`src/rtl/mc_ctrl.sv`:
```
// Multi-cycle MIPS control FSM: sequences fetch/decode/execute and drives all datapath selects and enables.
// Latency: 3-5 cycles per instruction with zero-wait memory; outputs are a combinational decode of state and inputs.
// Backpressure: FETCH, MRD and MWR hold mem_req and all their outputs until mem_ack.
module mc_ctrl #(
    parameter bit ILLEGAL_TRAP = 1'b0
) (
    input  logic       clk,
    input  logic       reset,
    input  logic [5:0] op,
    input  logic [5:0] funct,
    input  logic       zero,
    input  logic       mem_ack,
    output logic       mem_req,
    output logic       mem_we,
    output logic       iord,
    output logic       ir_wr,
    output logic       pc_wr,
    output logic [1:0] npc_sel,
    output logic       reg_wr,
    output logic [1:0] reg_dst,
    output logic [1:0] wd_sel,
    output logic       alu_src,
    output logic [1:0] alu_op,
    output logic [1:0] ext_op,
    output logic       instr_done,
    output logic       halted,
    output logic [3:0] state
);

    typedef enum logic [3:0] {
        S_FETCH  = 4'd0,
        S_DECODE = 4'd1,
        S_EXE    = 4'd2,
        S_ALUWB  = 4'd3,
        S_MADDR  = 4'd4,
        S_MRD    = 4'd5,
        S_MWB    = 4'd6,
        S_MWR    = 4'd7,
        S_BR     = 4'd8,
        S_JMP    = 4'd9,
        S_HALT   = 4'd10
    } state_t;

    localparam logic [5:0] OP_RTYPE = 6'b000000;
    localparam logic [5:0] OP_ORI   = 6'b001101;
    localparam logic [5:0] OP_LUI   = 6'b001111;
    localparam logic [5:0] OP_LW    = 6'b100011;
    localparam logic [5:0] OP_SW    = 6'b101011;
    localparam logic [5:0] OP_BEQ   = 6'b000100;
    localparam logic [5:0] OP_J     = 6'b000010;
    localparam logic [5:0] OP_JAL   = 6'b000011;
    localparam logic [5:0] FN_ADDU  = 6'b100001;
    localparam logic [5:0] FN_SUBU  = 6'b100011;
    localparam logic [5:0] FN_JR    = 6'b001000;

    state_t cur_state;
    state_t nxt_state;

    logic is_rtype;
    logic is_addu;
    logic is_subu;
    logic is_jr;
    logic is_ori;
    logic is_lui;
    logic is_lw;
    logic is_sw;
    logic is_beq;
    logic is_j;
    logic is_jal;

    assign is_rtype = (op == OP_RTYPE);
    assign is_addu  = is_rtype && (funct == FN_ADDU);
    assign is_subu  = is_rtype && (funct == FN_SUBU);
    assign is_jr    = is_rtype && (funct == FN_JR);
    assign is_ori   = (op == OP_ORI);
    assign is_lui   = (op == OP_LUI);
    assign is_lw    = (op == OP_LW);
    assign is_sw    = (op == OP_SW);
    assign is_beq   = (op == OP_BEQ);
    assign is_j     = (op == OP_J);
    assign is_jal   = (op == OP_JAL);

    assign state = cur_state;

    always_ff @(posedge clk or negedge reset) begin
        if (!reset) begin
            cur_state <= S_FETCH;
        end else begin
            cur_state <= nxt_state;
        end
    end

    always_comb begin
        nxt_state  = cur_state;
        mem_req    = 1'b0;
        mem_we     = 1'b0;
        iord       = 1'b0;
        ir_wr      = 1'b0;
        pc_wr      = 1'b0;
        npc_sel    = 2'b00;
        reg_wr     = 1'b0;
        reg_dst    = 2'b00;
        wd_sel     = 2'b00;
        alu_src    = 1'b0;
        alu_op     = 2'b00;
        ext_op     = 2'b00;
        instr_done = 1'b0;
        halted     = 1'b0;

        case (cur_state)
            S_FETCH: begin
                mem_req = 1'b1;
                if (mem_ack) begin
                    ir_wr     = 1'b1;
                    pc_wr     = 1'b1;
                    nxt_state = S_DECODE;
                end
            end
            S_DECODE: begin
                if (is_addu || is_subu || is_ori || is_lui) begin
                    nxt_state = S_EXE;
                end else if (is_lw || is_sw) begin
                    nxt_state = S_MADDR;
                end else if (is_beq) begin
                    nxt_state = S_BR;
                end else if (is_jr || is_j || is_jal) begin
                    nxt_state = S_JMP;
                end else if (ILLEGAL_TRAP) begin
                    nxt_state = S_HALT;
                end else begin
                    instr_done = 1'b1;
                    nxt_state  = S_FETCH;
                end
            end
            // ALUWB keeps the EXE ALU/extender setup so the result stays valid during writeback
            S_EXE, S_ALUWB: begin
                if (is_subu) begin
                    alu_op = 2'b01;
                end else if (is_ori) begin
                    alu_src = 1'b1;
                    alu_op  = 2'b10;
                    ext_op  = 2'b00;
                end else if (is_lui) begin
                    alu_src = 1'b1;
                    ext_op  = 2'b10;
                end
                if (cur_state == S_EXE) begin
                    nxt_state = S_ALUWB;
                end else begin
                    reg_wr     = 1'b1;
                    reg_dst    = is_rtype ? 2'b01 : 2'b00;
                    instr_done = 1'b1;
                    nxt_state  = S_FETCH;
                end
            end
            S_MADDR: begin
                alu_src   = 1'b1;
                ext_op    = 2'b01;
                nxt_state = is_sw ? S_MWR : S_MRD;
            end
            S_MRD: begin
                alu_src = 1'b1;
                ext_op  = 2'b01;
                mem_req = 1'b1;
                iord    = 1'b1;
                if (mem_ack) begin
                    nxt_state = S_MWB;
                end
            end
            S_MWB: begin
                reg_wr     = 1'b1;
                wd_sel     = 2'b01;
                instr_done = 1'b1;
                nxt_state  = S_FETCH;
            end
            S_MWR: begin
                alu_src = 1'b1;
                ext_op  = 2'b01;
                mem_req = 1'b1;
                iord    = 1'b1;
                mem_we  = 1'b1;
                if (mem_ack) begin
                    instr_done = 1'b1;
                    nxt_state  = S_FETCH;
                end
            end
            S_BR: begin
                alu_op     = 2'b01;
                ext_op     = 2'b01;
                npc_sel    = 2'b01;
                pc_wr      = zero;
                instr_done = 1'b1;
                nxt_state  = S_FETCH;
            end
            // PC already holds PC+4 from FETCH, so jal links that value
            S_JMP: begin
                pc_wr      = 1'b1;
                npc_sel    = is_jr ? 2'b11 : 2'b10;
                instr_done = 1'b1;
                if (is_jal) begin
                    reg_wr  = 1'b1;
                    reg_dst = 2'b10;
                    wd_sel  = 2'b10;
                end
                nxt_state = S_FETCH;
            end
            S_HALT: begin
                halted = 1'b1;
            end
            default: begin
                nxt_state = S_FETCH;
            end
        endcase

        if (!reset) begin
            nxt_state  = S_FETCH;
            mem_req    = 1'b0;
            mem_we     = 1'b0;
            iord       = 1'b0;
            ir_wr      = 1'b0;
            pc_wr      = 1'b0;
            npc_sel    = 2'b00;
            reg_wr     = 1'b0;
            reg_dst    = 2'b00;
            wd_sel     = 2'b00;
            alu_src    = 1'b0;
            alu_op     = 2'b00;
            ext_op     = 2'b00;
            instr_done = 1'b0;
            halted     = 1'b0;
        end
    end

endmodule
```
`config.mk`:
```
export PLATFORM = sky130hd
export DESIGN_NAME = mc_ctrl
export DESIGN_NICKNAME = d
export VERILOG_FILES = /design/src/rtl/mc_ctrl.sv
export SDC_FILE = /design/constraint.sdc
export NUM_CORES = 1
export LEC_CHECK = 0
export CAP_MARGIN = 20
export CORE_MARGIN = 2
export CORE_UTILIZATION = 38
export CTS_CLUSTER_SIZE = 14
export DETAILED_ROUTE_END_ITERATION = 8
export HOLD_SLACK_MARGIN = 0.12
export PLACE_DENSITY_LB_ADDON = 0.2
export SKIP_CTS_REPAIR_TIMING = 1
export SYNTH_ARGS = -nofsm -noshare
export SYNTH_HDL_FRONTEND = slang
export SYNTH_SLANG_ARGS = --single-unit
export TNS_END_PERCENT = 1
```
`constraint.sdc`:
```
create_clock -name clk -period 1.73 [get_ports clk]
set_input_delay 0.2595 -clock clk [delete_from_list [all_inputs] [get_ports clk]]
set_output_delay 0.2595 -clock clk [all_outputs]
set_load 0.02 [all_outputs]
```
---- Yosys cells after proc, flatten, opt, wreduce, memory -nomap -nowiden ----
Index checks and enable logic that the tools add are counted.
storage, ports and cells
  bits in registers ....................... 4
  latch bits .............................. 0
  bits in writable memories ............... 0
  ROM bits ................................ 0
  input bits .............................. 16
  output and inout bits ................... 23
  logic and storage cells ................. 101
  memories ................................ 0
operators by class
  $add $sub $neg .......................... 0
  multipliers ............................. 0
  div/mod/pow operators ................... 0
  magnitude comparators ................... 0
  equality and inequality tests ........... 24
  shift operators ......................... 0
  mux-type cells .......................... 58
  bitwise operators ....................... 0
  reduce and logical (&&, ||, !) cells .... 18
operator list
  kind                number
  $mux 4              8
  $pmux 4 s7          1
  $mux 1              27
  $mux 2              13
  $eq 6x6->1 const B  4
  $pmux 2 s2          5
  $eq 6x4->1 const B  3
  $eq 4x3->1 const B  4
  $eq 4x4->1 const B  3
  $eq 6x2->1 const B  2
  $ne 3x3->1 const B  3
  $reduce_or 3->1     3
  $eq 4x2->1 const B  2
  $eq 6x3->1 const B  1
  $logic_not 6->1     1
  $logic_or 1x1->1    6
  $pmux 1 s3          2
  $eq 4x1->1 const B  1
  $logic_not 4->1     1
  $pmux 1 s4          1
  $reduce_and 4->1    1
  $reduce_or 2->1     2
  $reduce_or 4->1     1
  $logic_and 1x1->1   3
  other kinds (2)     2

---- Longest topological paths before layout ----
  word-level depth ........................ 10
  gate-level depth with buffers ........... 6
  mapped depth without buffers ............ 4

---- Worst setup path before layout ----
Ideal clock, no wire load.
  path type ............................... flip-flop to output port
  start point ............................. register cur_state[1] (netlist: state[1])
  end point ............................... output alu_op[1]
  data arrival time ....................... 1.759 ns
  setup slack ............................. -0.288 ns
  stages on the path, launching flop included .. 5
  path through ............................ dfrtp_1 clkbuf_1 clkbuf_1 nand2_1 nor4_1
on the way
  word-level cells in the longest chain between the ends .. 4
ends and longest elaborated chain
  element                 line  text
  from (decl)             56    state_t cur_state;
  from (signal assigned)  89    cur_state <= nxt_state;
  $eq 4x2->1              110   case (cur_state)
  $reduce_or 2->1         110
  $pmux 2 s2 *            110
  $mux 2 *                215   if (!reset) begin
  to (decl)               23    output logic [1:0] alu_op,
Every way passes the cells marked *; elsewhere a longest branch is shown, timed or not.

---- Worst setup path after layout ----
  start point ............................. input op[0]
  end point ............................... output instr_done
on the way
  word-level cells in the longest chain between the ends .. 10
ends and longest elaborated chain
  element                         line  text
  from (decl)                     9     input logic [5:0] op,
  $logic_not 6->1                 71    assign is_rtype = (op == OP_RTYPE);
  $logic_and 1x1->1               74    assign is_jr = is_rtype && (funct == FN_JR);
  $logic_or 1x1->1 (2 in series)  126   end else if (is_jr || is_j || is_jal) begin
  $mux 1                          126
  $mux 1                          124   end else if (is_beq) begin
  $mux 1                          122   end else if (is_lw || is_sw) begin
  $mux 1 *                        120   if (is_addu || is_subu || is_ori || is_lui) begin
  $pmux 1 s4 *                    110
  $mux 1 *                        215
  to (decl)                       25    output logic instr_done,
Marked as above.

==> impl_metrics.py <==
metrics = {
    "run_status": {
        "result_of_the_run": "finished, violations left",
        "violations": "negative setup slack",
    },
    "clocking": {
        "clkSlewWorstSetupHoldPaths_ns": 0.04,
        "cts_root_buf": "sky130_fd_sc_hd__clkbuf_4",
        "clk_latency_ns": 0.24,
        "max-clock-path-buffers": 2,
        "tritoncts_num_sinks": 4,
        "tritoncts.num_buffers": 3,
        "cts_tree": "yes",
        "cts_htree_levels": 1,
    },
    "die": {
        "fp.dieW_um": 47.3,
        "coreArea_um2": 1750,
        "start_util_pct": 40.8,
        "die-area_um2": 2240,
        "die_h_um": 47.3,
        "rows": 15,
        "io_pins": 39,
    },
    "finish": {
        "antenna-diode-count": 0,
        "final_layout_size_suffix_gt1_share_pct": 50.3,
        "nNetsFinal": 209,
        "finished_cell_area_um2": 1540,
        "layout.core_utilization_pct": 88.4,
        "largest_register_ffs": 4,
        "fillers": 87,
        "final-seq-area_um2": 104,
        "area_delta_synth_final_pct": 117,
        "multi_input_area_um2": 656,
    },
    "synth": {
        "synth_area_um2": 712,
        "synth-seq-area-share_pct": 14.1,
        "ys_ff_latch": 4,
        "synth_nets": 123,
        "async_reset_ff_share_pct": 100,
        "syn_avg_cell_area_um2": 6.65,
        "synthCells": 107,
        "synth_edf_count": 0,
        "yosysWarnings": 0,
        "synth_flop_cell": "sky130_fd_sc_hd__dfrtp_1",
        "synth_cell_types": 40,
    },
    "global_route": {
        "grt-ovfl-total": 0,
        "global_route_wire_length_before_repair_mm": 4.97,
        "antenna_found_initial": 0,
        "track_usage_pct": 31.4,
        "number_of_global_route_vias_before_repair": 1141,
        "largest_net_degree_at_the_start_of_global_routing": 12,
    },
    "place": {
        "dp_worst_setup_slack_ns": -0.851,
        "gp_congestion": 0.915,
        "io_buffer_count": 38,
        "dp_hpwl_mm": 2.55,
        "placedInstanceArea_um2": 1460,
    },
    "sta": {
        "finalCriticalPeriod_ns": 1.99,
        "post-route-period-util_pct": 115,
        "hold_slack_ns": 0.556,
        "worst-slew-pin-transition_ns": 0.387,
        "max_slew_margin_pct": 73.9,
        "unrepaired_setup_endpoints_after_global_routing": "yes",
        "fin_skew_ns": 0.00186,
        "final_max_slew_viol_count": 0,
        "fmaxAchievable_ghz": 0.502,
        "final-setup-viol-count": 13,
        "final_critical_path_setup_slack_ns": -0.262,
        "hold_viol": 0,
    },
    "power_and_ir_drop": {
        "combPwrFrac_pct": 49.2,
        "vdd_drop_max_uv": 266,
        "sw_frac_of_total_pct": 36.5,
        "p_seq_share_pct": 22.5,
        "relative_contribution_of_the_clock_network_to_total_power_pct": 28.3,
        "switching_power_uw": 165,
        "report.power.total_uw": 452,
        "leakage_nw": 0.808,
        "internal_power_uw": 287,
        "powerDensity_nw_per_um2": 293,
    },
    "setup_path": {
        "critical-path-top-delay-family": "buffers and inverters",
        "worstPathBufferInverterCount": 4,
        "critical-path-max-stage-delay_ns": 0.50,
        "worst-endpoint-required_ns": 1.47,
        "crit_path_top_delay_cell": "sky130_fd_sc_hd__clkdlybuf4s50_1",
        "critical_path.max_fanout": 4,
        "startpoint_to_endpoint_class_of_the_critical_path": "in2out",
        "cp_cell_sequence": "clkdlybuf4s50_1 -> buf_4 -> nor2_4 -> nand4_1 -> buf_4 -> nand4_1 -> o22ai_1 -> buf_2",
        "worst_ep_arrival_time_ns": 1.73,
        "crit_path_start_kind": "primary input",
        "worstSetupEndpointType": "output port",
    },
    "detailed_routing": {
        "routed-via-count": 1317,
        "drc": 0,
        "post_drt_wl_per_cell_um": 17.9,
        "ant_nets": 0,
        "vias_per_cell": 6.10,
        "dr.first_iter.drc_count": 60,
        "detail_route.first_pass.iterations": 5,
        "routed_wirelength_mm": 3.86,
    },
    "run": {
        "cap_violations": 0,
    },
    "min_path": {
        "holdCritPathClass": "in2reg",
    },
}
-- logic make-up (layout without fill, tap and decap cells) --
| group | count (synthesis) | count (layout) | synth area share, % |
|---|---|---|---|
| compound gates | 26 | 26 | 27.8 |
| xor+xnor | 1 | 1 | 1.23 |
| buf+inv | 13 | 97 | 7.03 |
| flops | 4 | 4 | 14.1 |
| mux | 2 | 2 | 2.81 |
| simple gates | 61 | 61 | 47.1 |
-- per-stage QoR --
stage	TNS [ns]	std cells
2_1_floorplan	-0.642	107
3_3_place_gp	-11.56	208
3_5_place_dp	-11.95	208
4_1_cts	-12.09	211
5_1_grt	-2.46	216
6_report	-1.65	216
-- layout by cell type (no fill, tap or decap), types with 3 or more instances in the layout --
| master | netlist | final |
|---|---|---|
| sky130_fd_sc_hd__a21oi_1 | 4 | 3 |
| sky130_fd_sc_hd__a31oi_1 | 5 | 5 |
| sky130_fd_sc_hd__buf_2 | 1 | 5 |
| sky130_fd_sc_hd__buf_4 | 0 | 56 |
| sky130_fd_sc_hd__clkbuf_2 | 0 | 6 |
| sky130_fd_sc_hd__clkbuf_4 | 0 | 3 |
| sky130_fd_sc_hd__clkdlybuf4s50_1 | 0 | 7 |
| sky130_fd_sc_hd__dfrtp_2 | 0 | 3 |
| sky130_fd_sc_hd__dlymetal6s2s_1 | 0 | 10 |
| sky130_fd_sc_hd__inv_1 | 7 | 5 |
| sky130_fd_sc_hd__nand2_1 | 13 | 13 |
| sky130_fd_sc_hd__nand4_1 | 5 | 5 |
| sky130_fd_sc_hd__nor2_1 | 17 | 15 |
| sky130_fd_sc_hd__nor2b_1 | 3 | 3 |
| sky130_fd_sc_hd__nor3_1 | 5 | 4 |
| sky130_fd_sc_hd__nor4_2 | 0 | 4 |
| sky130_fd_sc_hd__o21ai_0 | 3 | 3 |
-- routing by layer --
| metal | share of wire, % | wire length [um] | vias up | GRT usage, % |
|---|---|---|---|---|
| met4 | 4.6 | 178 | 0 | 14.4 |
| met1 | 37 | 1440 | 592 | 40.1 |
| met2 | 47 | 1820 | 125 | 51.1 |
| met3 | 11 | 420 | 26 | 5.38 |
| li1 | - | - | 574 | - |
| met5 | 0 | 0 | - | 0 |
-- final timing paths --
check | start | to | slack, ns | cells after the start
worst max register to register | state[1] | state[0] | 0.08 | 5
worst min-delay path | op[4] | state[3] | 0.56 | 5
min in group asynchronous | reset | state[1] | 0.67 | 3
worst min register to register | state[3] | state[0] | 0.67 | 3
worst max-delay path | op[0] | instr_done | -0.26 | 8
max in group asynchronous | reset | state[0] | 0.94 | 3
-- cell usage after synthesis, types with 2 or more instances --
cell                       number  area, um^2
sky130_fd_sc_hd__mux2i_1        2        20.0
sky130_fd_sc_hd__nor4_1         4        25.0
sky130_fd_sc_hd__nor3_1         5        25.0
sky130_fd_sc_hd__clkbuf_1       4        15.0
sky130_fd_sc_hd__nand4_1        5        31.3
sky130_fd_sc_hd__o22ai_1        2        12.5
sky130_fd_sc_hd__o21ai_0        3        15.0
sky130_fd_sc_hd__nand2b_1       2        12.5
sky130_fd_sc_hd__inv_1          7        26.3
sky130_fd_sc_hd__dfrtp_1        4         100
sky130_fd_sc_hd__nand3_1        2        10.0
sky130_fd_sc_hd__a21oi_1        4        20.0
sky130_fd_sc_hd__nor2_1        17        63.8
sky130_fd_sc_hd__o31ai_2        2        25.0
sky130_fd_sc_hd__a31oi_1        5        31.3
sky130_fd_sc_hd__nor2b_1        3        18.8
sky130_fd_sc_hd__nand2_1       13        48.8
-- worst min-delay path, delay by kind of cell --
kind	cells	cell delay [ns]
buffers and inverters	2	0.26
and+or+nand+nor	2	0.16
AOI/OAI and AO/OA	1	0.07
-- cell type report --
| cell class | instances | area share, % |
|---|---|---|
| repair buffers | 87 | 45.6 |
| multi-input cells | 90 | 42.5 |
| flip-flops and latches | 4 | 6.73 |
| well taps | 25 | 2.03 |
| inverters | 7 | 1.70 |
| clock buffers | 3 | 1.46 |
-- power by group through the flow --
stage,Combinational [mW],Sequential [mW],Clock (mW)
after floorplan,0.0685,0.101,0
after global placement,0.194,0.101,0
after detailed placement,0.200,0.102,0
after CTS,0.201,0.101,0.128
after global routing,0.233,0.102,0.138
final,0.222,0.102,0.128
Power figures use the tool's default switching activity.
